[config.mk]
export PLATFORM = sky130hd
export DESIGN_NAME = vx_commit_writeback_arb_flat
export DESIGN_NICKNAME = d
export VERILOG_FILES = /design/src/rtl/vx_commit_writeback_arb_pkg.sv /design/src/rtl/vx_commit_writeback_arb_if.sv /design/src/rtl/vx_commit_writeback_arb_rr.sv /design/src/rtl/vx_commit_writeback_arb.sv /design/src/flat_wrapper.sv
export SDC_FILE = /design/constraint.sdc
export NUM_CORES = 1
export LEC_CHECK = 0
export ABC_AREA = 1
export BUFFER_PORTS_ARGS = -buffer_cell sky130_fd_sc_hd__buf_2
export CAP_MARGIN = 20
export CORE_AREA = 2 2 532 534
export CTS_BUF_LIST = sky130_fd_sc_hd__clkbuf_4 sky130_fd_sc_hd__clkbuf_8 sky130_fd_sc_hd__clkbuf_16
export DETAILED_ROUTE_END_ITERATION = 10
export DIE_AREA = 0 0 534 536
export PLACE_DENSITY = 0.31
export SLEW_MARGIN = 5
export SYNTH_ARGS = -nofsm -noshare
export SYNTH_HDL_FRONTEND = slang
export SYNTH_HIERARCHICAL = 1
export SYNTH_SLANG_ARGS = --single-unit
[constraint.sdc]
create_clock -name clk -period 5 [get_ports clk]
set_input_delay 0.75 -clock clk [delete_from_list [all_inputs] [get_ports clk]]
set_output_delay 0.75 -clock clk [all_outputs]
set_load 0.005 [all_outputs]
[src/rtl/vx_commit_writeback_arb_pkg.sv]
// Shared widths and the commit payload record for the commit writeback arbiter.
// The struct field order matches the packing used by the top-level payload mux.
package vx_wb_pkg;

    localparam int NUM_REQS    = 5;
    localparam int NUM_THREADS = 4;
    localparam int NW_BITS     = 2;
    localparam int NR_BITS     = 6;
    localparam int UUID_BITS   = 44;
    localparam int DATA_BITS   = NUM_THREADS * 32;
    localparam int PTR_BITS    = (NUM_REQS > 1) ? $clog2(NUM_REQS) : 1;

    typedef struct packed {
        logic [UUID_BITS-1:0]   uuid;
        logic [NW_BITS-1:0]     wid;
        logic [NUM_THREADS-1:0] tmask;
        logic [31:0]            PC;
        logic [DATA_BITS-1:0]   data;
        logic [NR_BITS-1:0]     rd;
        logic                   eop;
    } commit_req_t;

endpackage

[src/rtl/vx_commit_writeback_arb_if.sv]
// Commit-side and writeback-side bundle of the writeback arbiter.
// slave = the arbiter, master = whoever drives commits and sinks writebacks.
interface vx_commit_writeback_arb_if;
    import vx_wb_pkg::*;

    logic [NUM_REQS-1:0]             commit_valid;
    logic [NUM_REQS*UUID_BITS-1:0]   commit_uuid;
    logic [NUM_REQS*NW_BITS-1:0]     commit_wid;
    logic [NUM_REQS*NUM_THREADS-1:0] commit_tmask;
    logic [NUM_REQS*32-1:0]          commit_PC;
    logic [NUM_REQS*DATA_BITS-1:0]   commit_data;
    logic [NUM_REQS*NR_BITS-1:0]     commit_rd;
    logic [NUM_REQS-1:0]             commit_wb;
    logic [NUM_REQS-1:0]             commit_eop;
    logic [NUM_REQS-1:0]             commit_ready;

    logic                            wb_valid;
    logic [UUID_BITS-1:0]            wb_uuid;
    logic [NW_BITS-1:0]              wb_wid;
    logic [NUM_THREADS-1:0]          wb_tmask;
    logic [31:0]                     wb_PC;
    logic [NR_BITS-1:0]              wb_rd;
    logic [DATA_BITS-1:0]            wb_data;
    logic                            wb_eop;
    logic                            wb_ready;

    logic [63:0]                     instret;

    modport slave (
        input  commit_valid, commit_uuid, commit_wid, commit_tmask, commit_PC,
               commit_data, commit_rd, commit_wb, commit_eop,
        output commit_ready,
        output wb_valid, wb_uuid, wb_wid, wb_tmask, wb_PC, wb_rd, wb_data, wb_eop,
        input  wb_ready,
        output instret
    );

    modport master (
        output commit_valid, commit_uuid, commit_wid, commit_tmask, commit_PC,
               commit_data, commit_rd, commit_wb, commit_eop,
        input  commit_ready,
        input  wb_valid, wb_uuid, wb_wid, wb_tmask, wb_PC, wb_rd, wb_data, wb_eop,
        output wb_ready,
        input  instret
    );

endinterface

[src/rtl/vx_commit_writeback_arb_rr.sv]
// Round-robin arbiter: scans from the pointer upward with wrap, returns one-hot grant
// plus index, and moves the pointer past the winner only when the grant is accepted.
module vx_rr_arbiter #(
    parameter  int NUM_REQS = 5,
    localparam int PTR_BITS = (NUM_REQS > 1) ? $clog2(NUM_REQS) : 1
) (
    input  logic                clk,
    input  logic                reset_n,
    input  logic [NUM_REQS-1:0] req,
    input  logic                advance,
    output logic [NUM_REQS-1:0] grant,
    output logic [PTR_BITS-1:0] grant_idx
);

    logic [PTR_BITS-1:0] ptr_q;
    logic                found;
    int                  scan;

    always_comb begin
        grant     = '0;
        grant_idx = '0;
        found     = 1'b0;
        scan      = 0;
        for (int i = 0; i < NUM_REQS; i++) begin
            scan = int'(ptr_q) + i;
            if (scan >= NUM_REQS) begin
                scan = scan - NUM_REQS;
            end
            if (!found && req[scan]) begin
                found       = 1'b1;
                grant[scan] = 1'b1;
                grant_idx   = PTR_BITS'(scan);
            end
        end
    end

    // With a single source the wrap test is always true, so the pointer stays at 0.
    always_ff @(posedge clk or negedge reset_n) begin
        if (!reset_n) begin
            ptr_q <= '0;
        end else if (advance) begin
            ptr_q <= (int'(grant_idx) == NUM_REQS - 1) ? '0 : grant_idx + PTR_BITS'(1);
        end
    end

endmodule

[src/rtl/vx_commit_writeback_arb.sv]
// Writeback stage: round-robin merge of the commit streams into one registered GPR
// writeback, same-cycle ack for non-writing commits, and the retired-instruction counter.
module vx_commit_writeback_arb
    import vx_wb_pkg::*;
(
    input  logic                     clk,
    input  logic                     reset_n,
    vx_commit_writeback_arb_if.slave bus
);

    commit_req_t         reqs [NUM_REQS];
    commit_req_t         sel_req;
    commit_req_t         wb_q;
    logic [NUM_REQS-1:0] req;
    logic [NUM_REQS-1:0] grant;
    logic [NUM_REQS-1:0] nowb_ack;
    logic [NUM_REQS-1:0] commit_ready;
    logic [NUM_REQS-1:0] retired;
    logic [PTR_BITS-1:0] grant_idx;
    logic                wb_valid_q;
    logic                stage_en;
    logic                any_req;
    logic [63:0]         instret_q;

    for (genvar i = 0; i < NUM_REQS; i++) begin : g_unpack
        assign reqs[i] = {bus.commit_uuid [i*UUID_BITS   +: UUID_BITS],
                          bus.commit_wid  [i*NW_BITS     +: NW_BITS],
                          bus.commit_tmask[i*NUM_THREADS +: NUM_THREADS],
                          bus.commit_PC   [i*32          +: 32],
                          bus.commit_data [i*DATA_BITS   +: DATA_BITS],
                          bus.commit_rd   [i*NR_BITS     +: NR_BITS],
                          bus.commit_eop  [i]};
    end

    assign req      = bus.commit_valid & bus.commit_wb;
    assign any_req  = |req;
    assign stage_en = !wb_valid_q || bus.wb_ready;

    vx_rr_arbiter #(
        .NUM_REQS (NUM_REQS)
    ) u_arb (
        .clk       (clk),
        .reset_n   (reset_n),
        .req       (req),
        .advance   (stage_en && any_req),
        .grant     (grant),
        .grant_idx (grant_idx)
    );

    assign sel_req = reqs[grant_idx];

    // Non-writing commits never touch the output register, so they ignore backpressure.
    assign nowb_ack     = bus.commit_valid & ~bus.commit_wb;
    assign commit_ready = nowb_ack | (grant & {NUM_REQS{stage_en}});
    assign retired      = bus.commit_valid & commit_ready & bus.commit_eop;

    always_ff @(posedge clk or negedge reset_n) begin
        if (!reset_n) begin
            wb_valid_q <= 1'b0;
            wb_q       <= '0;
        end else if (stage_en) begin
            wb_valid_q <= any_req;
            if (any_req) begin
                wb_q <= sel_req;
            end
        end
    end

    always_ff @(posedge clk or negedge reset_n) begin
        if (!reset_n) begin
            instret_q <= '0;
        end else begin
            instret_q <= instret_q + 64'($countones(retired));
        end
    end

    assign bus.commit_ready = commit_ready;
    assign bus.wb_valid     = wb_valid_q;
    assign bus.wb_uuid      = wb_q.uuid;
    assign bus.wb_wid       = wb_q.wid;
    assign bus.wb_tmask     = wb_q.tmask;
    assign bus.wb_PC        = wb_q.PC;
    assign bus.wb_rd        = wb_q.rd;
    assign bus.wb_data      = wb_q.data;
    assign bus.wb_eop       = wb_q.eop;
    assign bus.instret      = instret_q;

endmodule

[src/flat_wrapper.sv]
// flat-port wrapper written by rule: the top's interface ports become plain ports
module vx_commit_writeback_arb_flat import vx_wb_pkg::*;
  (clk, reset_n, bus_commit_valid, bus_commit_uuid, bus_commit_wid, bus_commit_tmask, bus_commit_PC, bus_commit_data, bus_commit_rd, bus_commit_wb, bus_commit_eop, bus_commit_ready, bus_wb_valid, bus_wb_uuid, bus_wb_wid, bus_wb_tmask, bus_wb_PC, bus_wb_rd, bus_wb_data, bus_wb_eop, bus_wb_ready, bus_instret);
  vx_commit_writeback_arb_if bus_i ();
  input  logic clk;
  input  logic reset_n;
  input wire logic [$bits(bus_i.commit_valid)-1:0] bus_commit_valid;
  input wire logic [$bits(bus_i.commit_uuid)-1:0] bus_commit_uuid;
  input wire logic [$bits(bus_i.commit_wid)-1:0] bus_commit_wid;
  input wire logic [$bits(bus_i.commit_tmask)-1:0] bus_commit_tmask;
  input wire logic [$bits(bus_i.commit_PC)-1:0] bus_commit_PC;
  input wire logic [$bits(bus_i.commit_data)-1:0] bus_commit_data;
  input wire logic [$bits(bus_i.commit_rd)-1:0] bus_commit_rd;
  input wire logic [$bits(bus_i.commit_wb)-1:0] bus_commit_wb;
  input wire logic [$bits(bus_i.commit_eop)-1:0] bus_commit_eop;
  output wire logic [$bits(bus_i.commit_ready)-1:0] bus_commit_ready;
  output wire logic [$bits(bus_i.wb_valid)-1:0] bus_wb_valid;
  output wire logic [$bits(bus_i.wb_uuid)-1:0] bus_wb_uuid;
  output wire logic [$bits(bus_i.wb_wid)-1:0] bus_wb_wid;
  output wire logic [$bits(bus_i.wb_tmask)-1:0] bus_wb_tmask;
  output wire logic [$bits(bus_i.wb_PC)-1:0] bus_wb_PC;
  output wire logic [$bits(bus_i.wb_rd)-1:0] bus_wb_rd;
  output wire logic [$bits(bus_i.wb_data)-1:0] bus_wb_data;
  output wire logic [$bits(bus_i.wb_eop)-1:0] bus_wb_eop;
  input wire logic [$bits(bus_i.wb_ready)-1:0] bus_wb_ready;
  output wire logic [$bits(bus_i.instret)-1:0] bus_instret;
  assign bus_i.commit_valid = bus_commit_valid;
  assign bus_i.commit_uuid = bus_commit_uuid;
  assign bus_i.commit_wid = bus_commit_wid;
  assign bus_i.commit_tmask = bus_commit_tmask;
  assign bus_i.commit_PC = bus_commit_PC;
  assign bus_i.commit_data = bus_commit_data;
  assign bus_i.commit_rd = bus_commit_rd;
  assign bus_i.commit_wb = bus_commit_wb;
  assign bus_i.commit_eop = bus_commit_eop;
  assign bus_commit_ready = bus_i.commit_ready;
  assign bus_wb_valid = bus_i.wb_valid;
  assign bus_wb_uuid = bus_i.wb_uuid;
  assign bus_wb_wid = bus_i.wb_wid;
  assign bus_wb_tmask = bus_i.wb_tmask;
  assign bus_wb_PC = bus_i.wb_PC;
  assign bus_wb_rd = bus_i.wb_rd;
  assign bus_wb_data = bus_i.wb_data;
  assign bus_wb_eop = bus_i.wb_eop;
  assign bus_i.wb_ready = bus_wb_ready;
  assign bus_instret = bus_i.instret;
  vx_commit_writeback_arb u_core (.clk(clk), .reset_n(reset_n), .bus(bus_i));
endmodule
## Word-level counts from Yosys, hierarchy flattened

Cells that the tools add are included.
W data, S select, Z words.

- ROM bits: 0
- Memory bits (writable): 0
- Output and inout port bits: 287
- Memories: 0
- Input bits: 1098
- Latch bits: 0
- Register bits after elaboration: 285
- Word-level logic and storage cells: 120

- Shift operators: 0
- Multipliers: 0
- $add $sub $neg: 15
- Magnitude comparators: 16
- Multiplexer cells: 48
- Bitwise logic cells: 12
- Reductions and logical operators: 18
- Divide/modulo/power cells: 0
- Equal/unequal tests: 1

Operator list:

| operator | number |
|---|---|
| $bmux W217 S3 | 1 |
| $mux W217 | 2 |
| $ge A32 B1 Y1 const B | 5 |
| $lt A32 B5 Y1 const B | 5 |
| $mux W32 | 5 |
| $add A64 B64 Y64 | 1 |
| $add A32 B1 Y32 | 1 |
| $add A32 B32 Y32 | 1 |
| $and A5 B5 Y5 | 5 |
| $mux W5 | 5 |
| $or A5 B5 Y5 | 5 |
| $sub A4 B3 Y5 const B | 4 |
| $mux W1 | 19 |
| $mux W3 | 6 |
| $ge A4 B3 Y1 const B | 4 |
| $bmux W1 S3 | 5 |
| $demux W1 S3 | 5 |
| $logic_and A1 B1 Y1 | 10 |
| $add A3 B2 Y4 const B | 2 |
| $logic_not A1 Y1 | 5 |
| $not A5 Y5 | 1 |
| $reduce_or A5 Y1 | 1 |
| $add A1 B1 Y2 | 2 |
| $add A3 B1 Y4 const B | 1 |
| other kinds (9) | 9 |

## Longest topological paths before layout

- Depth after elaboration: 26
- Depth in mapped cells: 36
- Gate-level depth less buffers: 35

## Cells and area by module

Netlist, hierarchy kept.

Modules (own cells, without submodules):

| module | area each (um2) | seq. area each (um2) | times used | cells an instance |
|---|---|---|---|---|
| vx_commit_writeback_arb | 20985.1 | 7056.8 | 1 | 3439 |
| vx_rr_arbiter | 1692.9 | 75.1 | 1 | 303 |

## Worst setup path after synthesis

No wires, ideal clock.

- Path type: reg-to-reg
- Start: register u_core.u_arb.ptr_q[1]
- End: register u_core.instret_q[62] (netlist: u_core/bus.instret[62])
- Required time: 4877 ps
- Library setup time: 123 ps
- Path buffers: 0
- Period minus slack after synthesis: 5425 ps
- Path slack: -425 ps
- Stages on the path, launching flop included: 31
- Data arrival time: 5302 ps
- Path through: dfrtp_1 > inv_1 > ha_1 > ha_1 > nand2_1 > nand3_1 > nand2_1 > nand2_2 > nand2_1 > nor2_1 > nor2_1 > nor2_4 > nor2_2 > nand3_1 > o311ai_1 > nand2_1 > o21a_1 > nor2_1 > fa_1 > fa_1 > ha_1 > inv_1 > fa_1 > inv_1 > nand3_1 > nand2_2 > nand2_1 > nor2_2 > nand2_1 > o21ai_0 > nand2_1

- Longest elaborated chain between the ends: 26
- Elaborated cells on any way between the ends: 89
- Those cells by class: 14 x add/sub; 15 x order compare; 39 x mux; 8 x bitwise; 13 x reduce/logical

Ends and longest elaborated chain:

| item | RTL line | RTL |
|---|---|---|
| start: declaration | vx_commit_writeback_arb_rr.sv:15 | `logic [PTR_BITS-1:0] ptr_q;` |
| start signal: assignment | vx_commit_writeback_arb_rr.sv:42 | `ptr_q <= (int'(grant_idx) == NUM_REQS - 1) ? '0 : grant_idx + PTR_BITS'(1);` |
| parallel branches: the longest is 17 deep, another holds $ge A32 B1 Y1 | n/a |  |
| $mux W5 * | vx_commit_writeback_arb_rr.sv:29 | `if (!found && req[scan]) begin` |
| via u_core.grant[0] | vx_commit_writeback_arb.sv:15 | `logic [NUM_REQS-1:0] grant;` |
| $and A5 B5 Y5 * | vx_commit_writeback_arb.sv:54 | `assign commit_ready = nowb_ack \| (grant & {NUM_REQS{stage_en}});` |
| $or A5 B5 Y5 * | vx_commit_writeback_arb.sv:54 |  |
| $and A5 B5 Y5 * (2 in series) | vx_commit_writeback_arb.sv:55 | `assign retired = bus.commit_valid & commit_ready & bus.commit_eop;` |
| $add A1 B1 Y2 (implied by the code) * | vx_commit_writeback_arb.sv:73 | `instret_q <= instret_q + 64'($countones(retired));` |
| $add A32 B32 Y32 (implied by the code) * | vx_commit_writeback_arb.sv:73 |  |
| $add A32 B1 Y32 (implied by the code) * | vx_commit_writeback_arb.sv:73 |  |
| $add A64 B64 Y64 * | vx_commit_writeback_arb.sv:73 |  |
| end signal: assignment | vx_commit_writeback_arb.sv:73 |  |
| end: declaration | vx_commit_writeback_arb.sv:23 | `logic [63:0] instret_q;` |

Mark *: on every way through the listed nets, which the timed path passes. The select of a mux whose other input is x is not followed.
A chain may end at the register's enable or synchronous reset.

## Final worst setup path

- Start: register u_core.u_arb.ptr_q[1]
- End: register u_core.instret_q[50] (netlist: u_core/bus.instret[50])

Same word-level chain as after synthesis.

==> metrics.txt <==
hold buffer count at CTS 0; area grow syn2layout 71.1%; CP max stage delay 0.57 ns; die height 536 um; num rows 195; Max Cap Viol 0; final hold slack 0.0960 ns; global-route wire length before repair 297000 um; Netlist cell types 41; top cell type's share of synthesized area 0.314; most frequent cell after synthesis nor2_1; CP required 5.59 ns; worst endpoint data arrival time 5.94 ns; initial DRC count 2001; crit path max fanout 6; Worst Skew 0.0153 ns; ys async rst share 1.00; Worst R2R End u_core/bus.instret[50]; reg-to-reg critical path startpoint u_core/u_arb/ptr_q[1]; clock-pin slew on the worst setup and hold paths 0.06 ns; DRC viols 0; Die X 534 um; Vias/cell 3.58; CTS tree yes; die area 286000 um2; crit path kind flip-flop to flip-flop; Hold Vio Cnt, Final 0; status complete, but fails checks; Final Wtd Congestion 0.915; Hold Crit Class primary input to asynchronous set/reset pin; Final Instance Area 38800 um2; total clock sinks 285; drt pass-1 iters 7; share of cells above drive strength 1 0.368; endpoint class of the critical path flip-flop; most frequent CP cell inv_2; CTS root buffer clkbuf_16; #FFs+latches synth 285; filler cell count 33200; Post-synth top cells 1227 x nor2_1, 516 x nand2_1, 337 x inv_1; FMAX 187 MHz; syn avg cell area 6.06 um2; # H-tree levels 2; Syn. warnings 6; gr ovfl total 0; failing checks setup timing; Worst-Skew Late Latency 0.67 ns; fin crit period 5.35 ns; Max Root-Sink Buffers 3; critical path launch point type flip-flop; Initial Util 0.0808; initial antenna violation count 129; sequential area share after synthesis 0.314; Post-Syn Instances 3742; Pins Over Slew Limit 0; EDFF count, synth 0; Routed WL 228000 um; area leader, netlist dfrtp_1; Placeable Area 281000 um2; worst-margin pin slew 0.953 ns; main flop type after synthesis dfrtp_1; All-Layer GR Usage 0.152; wire per inst 25.0 um; slowest CP cell fa_2; net count after synthesis 4862; total number of vias 32800; R2R Setup Slk -0.35 ns; num ports 1385; Routed Antenna Nets 0; Final Setup Violations 37; Synth area leaders dfrtp_1 31%, nor2_1 20%, nand2_1 8.5%, o22ai_1 6.0%, o21ai_0 6.0%; placed cell area 36300 um2; largest net degree at the start of global routing 114; TritonCTS buffer count 47; Syn Std Cell Area 22700 um2; vias in the first global route 33400; dpl hpwl 196000 um; fin nets 6396; # port buffers 1384; RSZ-0062 raised after global routing yes; Max-Slew Margin vs Limit 0.362; Final WS setup -0.346 ns; Tcrit/Tclk final 1.07; R2R cell count 32
==> critical path: cells and delay by family, from the launching register on <==
family,cells,cell delay [ns]
adders and majority gates,6,1.90
DFF,1,0.43
buffers and inverters,9,0.78
and+or+nand+nor,14,1.65
AOI/OAI and AO/OA,3,0.54
==> worst max-delay path by stage <==
| stage | startpoint | to | slack, ns | cells past startpoint |
|---|---|---|---|---|
| after floorplan | u_core/u_arb/ptr_q[0] | u_core/bus.instret[38] | -0.01 | 32 |
| after global placement | u_core/u_arb/ptr_q[0] | u_core/bus.instret[38] | -0.54 | 29 |
| after detailed placement | u_core/u_arb/ptr_q[1] | u_core/bus.instret[38] | -0.56 | 28 |
| after CTS | u_core/u_arb/ptr_q[1] | u_core/bus.instret[62] | -0.32 | 32 |
| after global routing | u_core/u_arb/ptr_q[1] | u_core/bus.instret[50] | -0.61 | 32 |
| final | u_core/u_arb/ptr_q[1] | u_core/bus.instret[50] | -0.35 | 32 |
==> sequential cells by signal, indices dropped and copies added (netlist names) <==
register / flops
u_core/bus.wb_data: 128
u_core/bus.instret: 64
u_core/bus.wb_uuid: 44
u_core/bus.wb_PC: 32
u_core/bus.wb_rd: 6
u_core/bus.wb_tmask: 4
u_core/u_arb/ptr_q: 3
u_core/bus.wb_wid: 2
u_core/bus.wb_eop: 1
u_core/bus.wb_valid: 1
==> routing by layer <==
| layer | wire, um | GRT usage |
|---|---|---|
| met1 | 90500 | 0.174 |
| met2 | 110000 | 0.263 |
| met3 | 20200 | 0.0533 |
| met4 | 7230 | 0.0471 |
| met5 | 332 | 0 |
==> metrics by stage <==
step | setup slack (ns) | std cells | setup TNS (ns) | utilization
6_report | -0.346 | 9143 | -6.11 | 0.138
5_1_grt | -0.611 | 9118 | -19.12 | 0.138
4_1_cts | -0.320 | 9038 | -6.22 | 0.136
3_5_place_dp | -0.561 | 8941 | -18.62 | 0.129
3_3_place_gp | -0.539 | 8941 | -15.94 | 0.129
2_1_floorplan | -0.0102 | 3742 | -0.0102 | -
==> cells in the final DEF (no fill, tap or decap), drive strengths merged <==
master,synthesis,routed
inv,345,347
diode,0,91
and3,1,1
ha,18,18
nand3b,10,10
o311ai,1,1
o32ai,1,1
nand2,533,533
nand4,29,29
clkinvlp,0,3
buf,145,1725
clkbuf,95,68
nor3,11,11
o22ai,218,218
clkinv,0,5
a41oi,1,1
o21ai,459,459
xnor2,22,22
fa,4,4
nand3,62,62
xor2,17,17
o211ai,1,1
o21a,3,3
o2111ai,3,3
and2,5,5
nor2,1239,1239
dfrtp,285,285
a22oi,3,3
a31oi,1,1
bufinv,0,4
a21oi,230,230
==> final cells by class <==
class                   count  area (um2)  area share
repair buffers           1725       10200       0.263
flip-flops and latches    285        7130       0.184
inverters                 345        1350      0.0347
diodes                     91         228     0.00587
clock inverters            14         200     0.00516
clock buffers              68        1400      0.0361
well taps                3743        4680       0.121
multi-input cells        2872       13600       0.351
==> kinds of logic after synthesis <==
logic type | count (synthesis) | synth area share
AND/OR/NAND/NOR | 1890 | 0.330
AO/OA/AOI/OAI | 921 | 0.218
buffers and inverters | 585 | 0.109
adder cells (fa/ha/maj) | 22 | 0.0135
XOR/XNOR | 39 | 0.0151
flip-flops | 285 | 0.314
==> repair_timing <==
| item | CTS | global route |
|---|---|---|
| resized for setup | 62 | 58 |
| pin swaps | 39 | 40 |
| setup buffers | 20 | 16 |
| setup endpoints to repair | 59 | 60 |
Power is left out: the tool's default activity adds up to more than one toggle a clock period on the data nets, which glitch-free logic cannot reach.
